### src/rtl/xlr8_wdt_pkg.sv
// xlr8_wdt_pkg: shared constants and types for the XLR8 watchdog timer.
// Latency: n/a (declarations only).
// Backpressure: n/a.
// Contents: WDTCSR bit positions, WDP clamp limit, counter width, mode enum,
//           helpers for WDP clamping and mode decode.
package xlr8_wdt_pkg;

  // WDTCSR bit positions (WDP2:0 occupy bits 2:0)
  localparam int WDIF_BIT = 7;
  localparam int WDIE_BIT = 6;
  localparam int WDP3_BIT = 5;
  localparam int WDCE_BIT = 4;
  localparam int WDE_BIT  = 3;

  // Prescaler settings above this behave as this one
  localparam int WDP_MAX = 9;

  // Longest timeout is 2^20 ticks; terminal count 2^20-1 fits in 20 bits
  localparam int CNT_W = 20;

  // Encoded as {WDE, WDIE}
  typedef enum logic [1:0] {
    WDT_STOP    = 2'b00,
    WDT_INT     = 2'b01,
    WDT_RST     = 2'b10,
    WDT_INT_RST = 2'b11
  } wdt_mode_e;

  function automatic logic [3:0] wdp_clamp(input logic [3:0] wdp);
    return (wdp > 4'(WDP_MAX)) ? 4'(WDP_MAX) : wdp;
  endfunction

  function automatic wdt_mode_e wdt_mode(input logic wde, input logic wdie);
    return wdt_mode_e'({wde, wdie});
  endfunction

endpackage

### src/rtl/xlr8_wdt_if.sv
// xlr8_wdt_if: extended data-memory bus as seen by a single-register peripheral.
// Latency: reads are combinational, writes land on the next clk_cpu edge.
// Backpressure: none; every access is accepted in the cycle it is presented.
// Signals: ramadr/ramre/ramwe/dm_sel/dbus_in driven by the core (master),
//          dbus_out/io_out_en driven by the peripheral (slave).
interface xlr8_wdt_if;

  logic [7:0] ramadr;
  logic       ramre;
  logic       ramwe;
  logic       dm_sel;
  logic [7:0] dbus_in;
  logic [7:0] dbus_out;
  logic       io_out_en;

  modport master (
    output ramadr, ramre, ramwe, dm_sel, dbus_in,
    input  dbus_out, io_out_en
  );

  modport slave (
    input  ramadr, ramre, ramwe, dm_sel, dbus_in,
    output dbus_out, io_out_en
  );

endinterface

### src/rtl/xlr8_wdt_prescaler.sv
// xlr8_wdt_prescaler: 20-bit en128khz tick counter with WDP-selected terminal count.
// Latency: timeout is combinational in the terminal tick cycle; count updates next edge.
// Backpressure: none; every tick is counted while run is high.
// Ports: clk_cpu, core_rstn; en128khz tick strobe; clr synchronous clear (wins over
//        a would-be timeout); run enable (low holds count at 0); wdp 4-bit
//        prescaler select; timeout single-cycle pulse.
module xlr8_wdt_prescaler
  import xlr8_wdt_pkg::*;
#(
  parameter int TIMEOUT_BASE = 2048
) (
  input  logic       clk_cpu,
  input  logic       core_rstn,
  input  logic       en128khz,
  input  logic       clr,
  input  logic       run,
  input  logic [3:0] wdp,
  output logic       timeout
);

  localparam logic [CNT_W:0] BASE_V = (CNT_W + 1)'(TIMEOUT_BASE);

  logic [CNT_W-1:0] cnt;
  logic [CNT_W:0]   span;
  logic [CNT_W-1:0] term;
  logic             at_term;

  // span may be exactly 2^20, hence one extra bit; term always fits CNT_W
  always_comb begin
    span = BASE_V << wdp_clamp(wdp);
    term = CNT_W'(span - (CNT_W + 1)'(1));
  end

  assign at_term = (cnt == term);
  assign timeout = en128khz && run && !clr && at_term;

  always_ff @(posedge clk_cpu or negedge core_rstn) begin
    if (!core_rstn) begin
      cnt <= '0;
    end else if (clr || !run) begin
      cnt <= '0;
    end else if (en128khz) begin
      cnt <= at_term ? '0 : cnt + CNT_W'(1);
    end
  end

endmodule

### src/rtl/xlr8_wdt.sv
// xlr8_wdt: AVR WDTCSR-compatible watchdog (interrupt, reset, or interrupt-then-reset).
// Latency: writes take effect next cycle; WDIF/wdt_rst assert one cycle after the terminal tick.
// Backpressure: none; bus accesses, wdr and acks are always accepted.
// Ports: clk_cpu, core_rstn; en128khz tick strobe; dm data-memory bus (slave);
//        wdr restart strobe; wdt_irq_ack interrupt vector ack; wdt_irq = WDIF & WDIE;
//        wdt_rst one-cycle reset request.
module xlr8_wdt
  import xlr8_wdt_pkg::*;
#(
  parameter logic [7:0] WDTCSR_ADDR  = 8'h60,
  parameter int         TIMEOUT_BASE = 2048
) (
  input  logic         clk_cpu,
  input  logic         core_rstn,
  input  logic         en128khz,
  xlr8_wdt_if.slave    dm,
  input  logic         wdr,
  input  logic         wdt_irq_ack,
  output logic         wdt_irq,
  output logic         wdt_rst
);

  // Register state
  logic       wdif, wdie, wde, wdce;
  logic [3:0] wdp;
  logic [1:0] win_cnt;

  // Next-state
  logic       wdif_nxt, wdie_nxt, wde_nxt, wdce_nxt, rst_nxt;
  logic [3:0] wdp_nxt;
  logic [1:0] win_nxt;

  logic       sel, wr, rd;
  logic [7:0] din;
  logic [7:0] csr;
  wdt_mode_e  mode;
  logic       run, run_nxt;
  logic       presc_clr;
  logic       timeout;

  // ---------------- bus decode ----------------
  assign din = dm.dbus_in;
  assign sel = dm.dm_sel && (dm.ramadr == WDTCSR_ADDR);
  assign wr  = sel && dm.ramwe;
  assign rd  = sel && dm.ramre;

  assign csr = {wdif, wdie, wdp[3], wdce, wde, wdp[2:0]};

  assign dm.io_out_en = rd;
  assign dm.dbus_out  = rd ? csr : 8'h00;

  assign mode    = wdt_mode(wde, wdie);
  assign run     = (mode != WDT_STOP);
  assign wdt_irq = wdif && wdie;

  // ---------------- control register / timed sequence ----------------
  // wdce doubles as "window open"; win_cnt counts the 4 open cycles 3..0.
  always_comb begin
    wde_nxt  = wde;
    wdp_nxt  = wdp;
    wdce_nxt = wdce;
    win_nxt  = win_cnt;
    wdie_nxt = wdie;

    if (wr) begin
      if (wdce) begin
        // In-window: WDE/WDP freely writable; this write consumes the window
        wde_nxt  = din[WDE_BIT];
        wdp_nxt  = {din[WDP3_BIT], din[2:0]};
        wdce_nxt = 1'b0;
        win_nxt  = 2'd0;
      end else begin
        // Outside: WDE can only be set, WDP is locked
        wde_nxt = wde | din[WDE_BIT];
        if (din[WDCE_BIT] && din[WDE_BIT]) begin
          wdce_nxt = 1'b1;
          win_nxt  = 2'd3;
        end
      end
    end else if (wdce) begin
      if (win_cnt == 2'd0) begin
        wdce_nxt = 1'b0;
      end else begin
        win_nxt = win_cnt - 2'd1;
      end
    end

    if (wr) begin
      wdie_nxt = din[WDIE_BIT];
    end
    // Ack in a reset-capable mode drops WDIE so the next timeout resets
    if (wdt_irq_ack && wde) begin
      wdie_nxt = 1'b0;
    end

    run_nxt = wde_nxt | wdie_nxt;
    // Restart counting on wdr, on a prescaler change, or on start-up from stopped
    presc_clr = wdr || (wr && ((wdp_nxt != wdp) || (!run && run_nxt)));
  end

  // ---------------- timeout actions ----------------
  // Kept apart from the block above: timeout depends on presc_clr.
  always_comb begin
    wdif_nxt = wdif;
    rst_nxt  = 1'b0;

    if ((wr && din[WDIF_BIT]) || wdt_irq_ack) begin
      wdif_nxt = 1'b0;
    end

    // Set follows clear so a coincident timeout wins
    case (mode)
      WDT_INT, WDT_INT_RST: begin
        if (timeout) begin
          wdif_nxt = 1'b1;
        end
      end
      WDT_RST: begin
        rst_nxt = timeout;
      end
      default: begin
      end
    endcase
  end

  always_ff @(posedge clk_cpu or negedge core_rstn) begin
    if (!core_rstn) begin
      wdif    <= 1'b0;
      wdie    <= 1'b0;
      wde     <= 1'b0;
      wdce    <= 1'b0;
      wdp     <= 4'd0;
      win_cnt <= 2'd0;
      wdt_rst <= 1'b0;
    end else begin
      wdif    <= wdif_nxt;
      wdie    <= wdie_nxt;
      wde     <= wde_nxt;
      wdce    <= wdce_nxt;
      wdp     <= wdp_nxt;
      win_cnt <= win_nxt;
      wdt_rst <= rst_nxt;
    end
  end

  xlr8_wdt_prescaler #(
    .TIMEOUT_BASE (TIMEOUT_BASE)
  ) u_presc (
    .clk_cpu   (clk_cpu),
    .core_rstn (core_rstn),
    .en128khz  (en128khz),
    .clr       (presc_clr),
    .run       (run),
    .wdp       (wdp),
    .timeout   (timeout)
  );

endmodule

### src/flat_wrapper.sv
// flat-port wrapper written by rule: the top's interface ports become plain ports
module xlr8_wdt_flat import xlr8_wdt_pkg::*;
#(
  parameter logic [7:0] WDTCSR_ADDR  = 8'h60,
  parameter int         TIMEOUT_BASE = 2048
)
  (clk_cpu, core_rstn, en128khz, wdr, wdt_irq_ack, wdt_irq, wdt_rst, dm_ramadr, dm_ramre, dm_ramwe, dm_dm_sel, dm_dbus_in, dm_dbus_out, dm_io_out_en);
  xlr8_wdt_if dm_i ();
  input  logic clk_cpu;
  input  logic core_rstn;
  input  logic en128khz;
  input  logic wdr;
  input  logic wdt_irq_ack;
  output logic wdt_irq;
  output logic wdt_rst;
  input wire logic [$bits(dm_i.ramadr)-1:0] dm_ramadr;
  input wire logic [$bits(dm_i.ramre)-1:0] dm_ramre;
  input wire logic [$bits(dm_i.ramwe)-1:0] dm_ramwe;
  input wire logic [$bits(dm_i.dm_sel)-1:0] dm_dm_sel;
  input wire logic [$bits(dm_i.dbus_in)-1:0] dm_dbus_in;
  output wire logic [$bits(dm_i.dbus_out)-1:0] dm_dbus_out;
  output wire logic [$bits(dm_i.io_out_en)-1:0] dm_io_out_en;
  assign dm_i.ramadr = dm_ramadr;
  assign dm_i.ramre = dm_ramre;
  assign dm_i.ramwe = dm_ramwe;
  assign dm_i.dm_sel = dm_dm_sel;
  assign dm_i.dbus_in = dm_dbus_in;
  assign dm_dbus_out = dm_i.dbus_out;
  assign dm_io_out_en = dm_i.io_out_en;
  xlr8_wdt #(.WDTCSR_ADDR(WDTCSR_ADDR), .TIMEOUT_BASE(TIMEOUT_BASE)) u_core (.clk_cpu(clk_cpu), .core_rstn(core_rstn), .en128khz(en128khz), .dm(dm_i), .wdr(wdr), .wdt_irq_ack(wdt_irq_ack), .wdt_irq(wdt_irq), .wdt_rst(wdt_rst));
endmodule
### config.mk
export PLATFORM = sky130hd
export DESIGN_NAME = xlr8_wdt_flat
export DESIGN_NICKNAME = d
export VERILOG_FILES = /design/src/rtl/xlr8_wdt_pkg.sv /design/src/rtl/xlr8_wdt_if.sv /design/src/rtl/xlr8_wdt_prescaler.sv /design/src/rtl/xlr8_wdt.sv /design/src/flat_wrapper.sv
export SDC_FILE = /design/constraint.sdc
export NUM_CORES = 1
export LEC_CHECK = 0
export CORE_MARGIN = 10
export CORE_UTILIZATION = 54
export DETAILED_ROUTE_END_ITERATION = 10
export PLACE_DENSITY = 0.81
export SLEW_MARGIN = 20
export SYNTH_ARGS = -nofsm -noshare
export SYNTH_HDL_FRONTEND = slang
export SYNTH_SLANG_ARGS = --single-unit
### constraint.sdc
create_clock -name clk_cpu -period 3.05 [get_ports clk_cpu]
set_input_delay 0.61 -clock clk_cpu [delete_from_list [all_inputs] [get_ports clk_cpu]]
set_output_delay 0.61 -clock clk_cpu [all_outputs]
set_load 0.05 [all_outputs]
* Yosys cells after proc, flatten, opt, wreduce, memory -nomap -nowiden *
Index checks and enable logic that the tools add are counted.

cells by class
  $add $sub $neg = 3
  order comparisons = 1
  equal/unequal tests = 7
  shift operators = 1
  muxes and demuxes = 25
  bitwise operators = 2
  reductions and logical operators = 25

operator list
  cell                                                   number
  2-to-1 mux 20 bit                                      3
  adder 20 x 1 -> 20 bit, second input constant          1
  equality test 20 bit                                   1
  left shift 12 x 4 -> 20 bit, first input constant      1
  subtractor 20 x 1 -> 20 bit, second input constant     1
  2-to-1 mux 1 bit                                       13
  logical AND 1 bit                                      12
  2-to-1 mux 4 bit                                       3
  2-to-1 mux 2 bit                                       5
  equality test 8 x 7 -> 1 bit, second input constant    1
  2-to-1 mux 8 bit                                       1
  nonzero test 2 bit                                     4
  equality test 2 bit, second input constant             2
  > comparator 4 bit, second input constant              1
  logical OR 1 bit                                       4
  inequality test 4 bit                                  1
  AND reduction 3 bit                                    1
  equality test 2 x 1 -> 1 bit, second input constant    1
  logical NOT 1 bit                                      2
  logical NOT 2 bit                                      1
  inequality test 2 x 1 -> 1 bit, second input constant  1
  bitwise OR 1 bit                                       2
  OR reduction 2 bit                                     1
  subtractor 2 x 1 -> 2 bit, second input constant       1

word-level totals
  bits in registers = 31
  output and inout port bits = 11

* Logic depth before layout (Yosys ltp) *
  word-level depth = 15
  gate-level depth with buffers = 13
  mapped depth without buffers = 9

* Cells and area by module *
Synthesis repeated with hierarchy kept, for this count alone.

second synthesis, totals
  cells, all modules = 254
  area total of the unflattened synthesis = 2210.9 sq um

by module, submodules not included
  module              instances  cells an instance  area an instance (sq um)  seq. area each (sq um)
  xlr8_wdt_prescaler  1          190                1542.7                    500.5
  xlr8_wdt            1          64                 668.1                     275.3

* Worst setup path before layout *
Ideal clock, no wire load.

  kind = register -> register
  from = reg u_core.wdp[2]
  to = reg u_core.u_presc.cnt[13]
  arrival time = 2.502 ns
  required time = 2.972 ns
  setup slack = 0.470 ns
  cell stages (with the launch flop) = 13
  period minus slack after synthesis = 2.580 ns
  path through = dfrtp_1 > buf_6 > buf_2 > nor2_1 > nand3b_1 > ha_1 > clkbuf_1 > nor3_2 > mux2i_1 > o211a_1 > o2111ai_2 > or4b_1 > a21oi_1

between the ends
  word-level cells in the longest chain between the ends = 8
  elaborated cells on any way between the ends = 16
  classes of those cells = 1 x add/sub; 1 x order compare; 2 x eq/ne; 1 x shift; 6 x mux; 5 x reduce/logical

ends and longest elaborated chain
  what                                                                         line                                                RTL
  start, declared                                                              xlr8_wdt.sv:25                                      logic [3:0] wdp;
  start signal, assigned                                                       xlr8_wdt.sv:140                                     wdp <= wdp_nxt;
  > comparator 4 bit / 2-to-1 mux 4 bit (equally long branches)                xlr8_wdt_pkg.sv:30, xlr8_wdt.sv:66
  2-to-1 mux 4 bit, on equally long branches                                   xlr8_wdt_pkg.sv:30, xlr8_wdt.sv:65
  left shift 12 x 4 -> 20 bit / inequality test 4 bit (equally long branches)  xlr8_wdt_prescaler.sv:30, xlr8_wdt.sv:98
  subtractor 20 x 1 -> 20 bit / logical OR 1 bit (equally long branches)       xlr8_wdt_prescaler.sv:31, xlr8_wdt.sv:98
  equality test 20 bit / logical AND 1 bit (equally long branches)             xlr8_wdt_prescaler.sv:34, xlr8_wdt.sv:98
  2-to-1 mux 20 bit / logical OR 1 bit (equally long branches)                 xlr8_wdt_prescaler.sv:43, xlr8_wdt.sv:98
  2-to-1 mux 20 bit / logical OR 1 bit (equally long branches)                 xlr8_wdt_prescaler.sv:42, xlr8_wdt_prescaler.sv:40
  2-to-1 mux 20 bit / nonzero test 2 bit (equally long branches)               --
  end signal, assigned                                                         xlr8_wdt_prescaler.sv:43                            cnt <= at_term ? '0 : cnt + CNT_W'(1);
  end, declared                                                                xlr8_wdt_prescaler.sv:23                            logic [CNT_W-1:0] cnt;

Several ways; a longest one is shown, not always the timed one. The select of a mux whose other input is x is not followed.
A chain may end at the register's enable or synchronous reset.

* Final worst setup path *
  from = reg u_core.wdp[1]
  to = reg u_core.u_presc.cnt[3]

The elaborated chain is that of the path after synthesis.

==> results.toml <==
[outcome]
status = "finished, final reports clean"

[routing]
first_iter_violations = 126
post_drt_via_cell_ratio = 5.916
postRouteWirelength_mm = 5.427
vias = 1964
drc_errors = 0
detail_route.wl_per_cell_um = 16.35
first_pass_iters = 4
detail-route-antenna-nets = 0

[floorplan]
rows = 22
io_pins = 35
dieArea_mm2 = 0.006901
die_h_um = 83.08
start_util_pct = 57.39
core_mm2 = 0.003744
fp.dieW_um = 83.08

[synth]
ys_types = 49
ys_seq_area_share_pct = 36.11
syn-mean-instance-area_um2 = 8.559
synthArstFlopShare_pct = 100.0
synth_edf_count = 0
yosys_warnings = 0
yosys_most_used_dff = "dfrtp_1"
syn-num-nets = 278
synth_top_area_cell = "dfrtp_1"
synth_top_area_share_pct = 36.11
synth-seq-cells = 31
yosys-top-cells-area = "dfrtp_1 36%, nand3_1 4.2%, xor2_1 4.1%"
synth_most_common_cell = "dfrtp_1"
syn_area_mm2 = 0.002148
synthTopCellsByCount = "31 x dfrtp_1, 22 x nand2_1, 19 x nor2_1"
syn_inst = 251

[clock_tree]
cts.path.max_buffers = 2
cts_root_buffer = "clkbuf_8"
cts-resized-gates = 0
htreeDepth = 2
cts_sinks = 31
cts.reportedPaths.clkPinSlew_ps = 70
tritoncts = "built"
ctsHoldBuffers = 0
insertion_delay_ps = 290
numCtsBuffers = 5
postCtsSetupBuffers = 0

[placed_design]
place_hpwl_mm = 3.905
gp_routability_congestion = 0.7888
post-place-cells = 324
port_buffers = 34

[global_routing]
grt_max_degree = 32
grt_pass1_wl_mm = 9.080
antenna_found_initial = 0
first_global_vias = 1859
gr-total-overflow = 0
grt.total_usage_pct = 15.69

[critical_path]
cp_slowest_cell = "dfrtp_1"
arrival_ps = 2980
cpMostUsedCell = "nor2_1"
crit_family = "compound AO/OA/AOI/OAI gates"
critPathKind = "reg2reg"
critPathRequiredTime_ps = 3220
cp_max_fo = 9
slowest_delay_ps = 450
path_cells = "nor2_1, nand2_1, ha_1, xor2_1, o2111ai_1, nor4b_1, o2111ai_2, buf_4, a221oi_2, nor2_1"
startpoint_type = "register"
path_buf_inv = 1
crit_path_end_kind = "register"

[pwr]
max-vdd-ir-drop_uv = 282.5
p_leak_nw = 1.131
power_density_mw_per_mm2 = 329.7

[cells_and_area]
fill_cells = 292
fin_nets = 310
area_growth_pct = 27.49
instances_no_fill = 332
antenna_cells = 0
layout-drive-gt1-share_pct = 13.03

[sta]
fmax_ghz = 0.3564
drv_slew = 0
clock-skew-final_ps = 8.494
tightest_slew_ps = 553.9
finalHoldViolCount = 0
fin_crit_sh_pct = 92.00
setup_violations = 0
tns_ps = 0
finalCriticalPeriod_ps = 2806
slew_headroom_pct = 63.08
rsz0062_at_grt = "false"

[hold_path]
hp-class = "reg2reg"

[flow_run]
max_cap_viol_count = 0
[path summary, 6_finish.rpt]
check	cells past startpoint	to	startpoint	slack, ps
setup / recovery	10	u_core.u_presc.cnt[3]$_DFFE_PN0P_	u_core.wdp[1]$_DFF_PN0_	240
hold / removal	1	u_core.wdie$_DFF_PN0_	u_core.wde$_DFF_PN0_	520
setup reg to reg	10	u_core.u_presc.cnt[3]$_DFFE_PN0P_	u_core.wdp[1]$_DFF_PN0_	240
hold reg to reg	1	u_core.wdie$_DFF_PN0_	u_core.wde$_DFF_PN0_	520
max in group asynchronous	2	u_core.win_cnt[1]$_DFFE_PN0P_	core_rstn	2010
min in group asynchronous	2	u_core.u_presc.cnt[0]$_DFFE_PN0P_	core_rstn	730
[routing by layer]
metal / track usage, % / vias to the layer above / wire length, um
met3: 3.809 / 6 / 198
li1: - / 978 / -
met2: 26.61 / 32 / 2724
met1: 18.61 / 948 / 2427
met4: 5.692 / 0 / 76
met5: 0 / - / 0
[layout by cell type (no fill, tap or decap), types with 3 or more instances in the layout]
| master | netlist | layout |
|---|---|---|
| o211ai_1 | 3 | 3 |
| and2_1 | 5 | 5 |
| nand2b_1 | 5 | 5 |
| buf_4 | 0 | 10 |
| clkbuf_8 | 0 | 6 |
| clkdlybuf4s50_1 | 0 | 25 |
| ha_1 | 3 | 3 |
| xor2_1 | 10 | 10 |
| a31oi_1 | 9 | 9 |
| a21oi_1 | 16 | 16 |
| xnor2_1 | 3 | 3 |
| nor3_1 | 6 | 6 |
| nand3b_1 | 4 | 4 |
| mux2_2 | 4 | 4 |
| nand2_1 | 22 | 22 |
| nor2_1 | 19 | 19 |
| nand4_1 | 4 | 4 |
| inv_1 | 5 | 5 |
| and3_1 | 12 | 12 |
| nor2b_1 | 8 | 8 |
| o21ai_0 | 6 | 5 |
| nand3_1 | 18 | 18 |
| buf_12 | 0 | 9 |
| dfrtp_1 | 31 | 31 |
| and4_1 | 7 | 7 |
[final cells by class]
type / count / area [um2] / share of cell area [%]
multi-input cells: 196 / 1261 / 46.05
flip-flops and latches: 31 / 775.7 / 28.32
inverters: 5 / 18.77 / 0.6852
well taps: 48 / 60.06 / 2.193
clock buffers: 6 / 82.58 / 3.015
repair buffers: 44 / 505.5 / 18.46
clock inverters: 2 / 35.03 / 1.279
[kinds of logic (layout without fill, tap and decap cells)]
family / after synthesis / in the layout / synth area share, %
muxes: 6 / 6 / 3.028
AOI/OAI and AO/OA: 50 / 50 / 16.02
and+or+nand+nor: 124 / 124 / 32.62
adders and majority gates: 3 / 3 / 1.747
DFF: 31 / 31 / 36.11
buffers and inverters: 24 / 57 / 5.184
xor gates and xnor gates: 13 / 13 / 5.300
[sequential cells by signal (all words and copies together) (netlist names)]
signal and flops:
u_core.u_presc.cnt 20, u_core.wdp 4, u_core.win_cnt 2, u_core.wdce 1
u_core.wde 1, u_core.wdie 1, u_core.wdif 1, u_core.wdt_rst 1
[worst register-to-register path, delay by kind of cell (launching register included)]
kind / cells / cell delay (ps)
flip-flops: 1 / 450
adder cells (fa/ha/maj): 1 / 310
buffers and inverters: 1 / 290
AO/OA/AOI/OAI: 3 / 760
XOR/XNOR: 1 / 140
AND/OR/NAND/NOR: 4 / 720
[report_power, final]
group	internal, mW	switching [mW]	total [mW]
combinational	0.0326	0.0276	0.0602
clock	0.264	0.165	0.429
sequential	0.412	0.00143	0.414
total	0.709	0.194	0.903
[per-stage QoR]
| step | utilization [%] | area [um2] | total power [mW] | hold WS (ps) | worst slack, ps |
|---|---|---|---|---|---|
| floorplan | - | 2148 | 0.4359 | 314.4 | 470.2 |
| global placement | 70.02 | 2621 | 0.4809 | 522.9 | 309.8 |
| detailed placement | 70.02 | 2621 | 0.4820 | 523.5 | 236.7 |
| CTS | 73.16 | 2739 | 0.9110 | 529.3 | 222.1 |
| global route | 73.16 | 2739 | 0.9333 | 557.9 | 87.35 |
| finish | 73.16 | 2739 | 0.9031 | 523.1 | 244.1 |
Note: power is estimated with default switching activity, not from simulation.
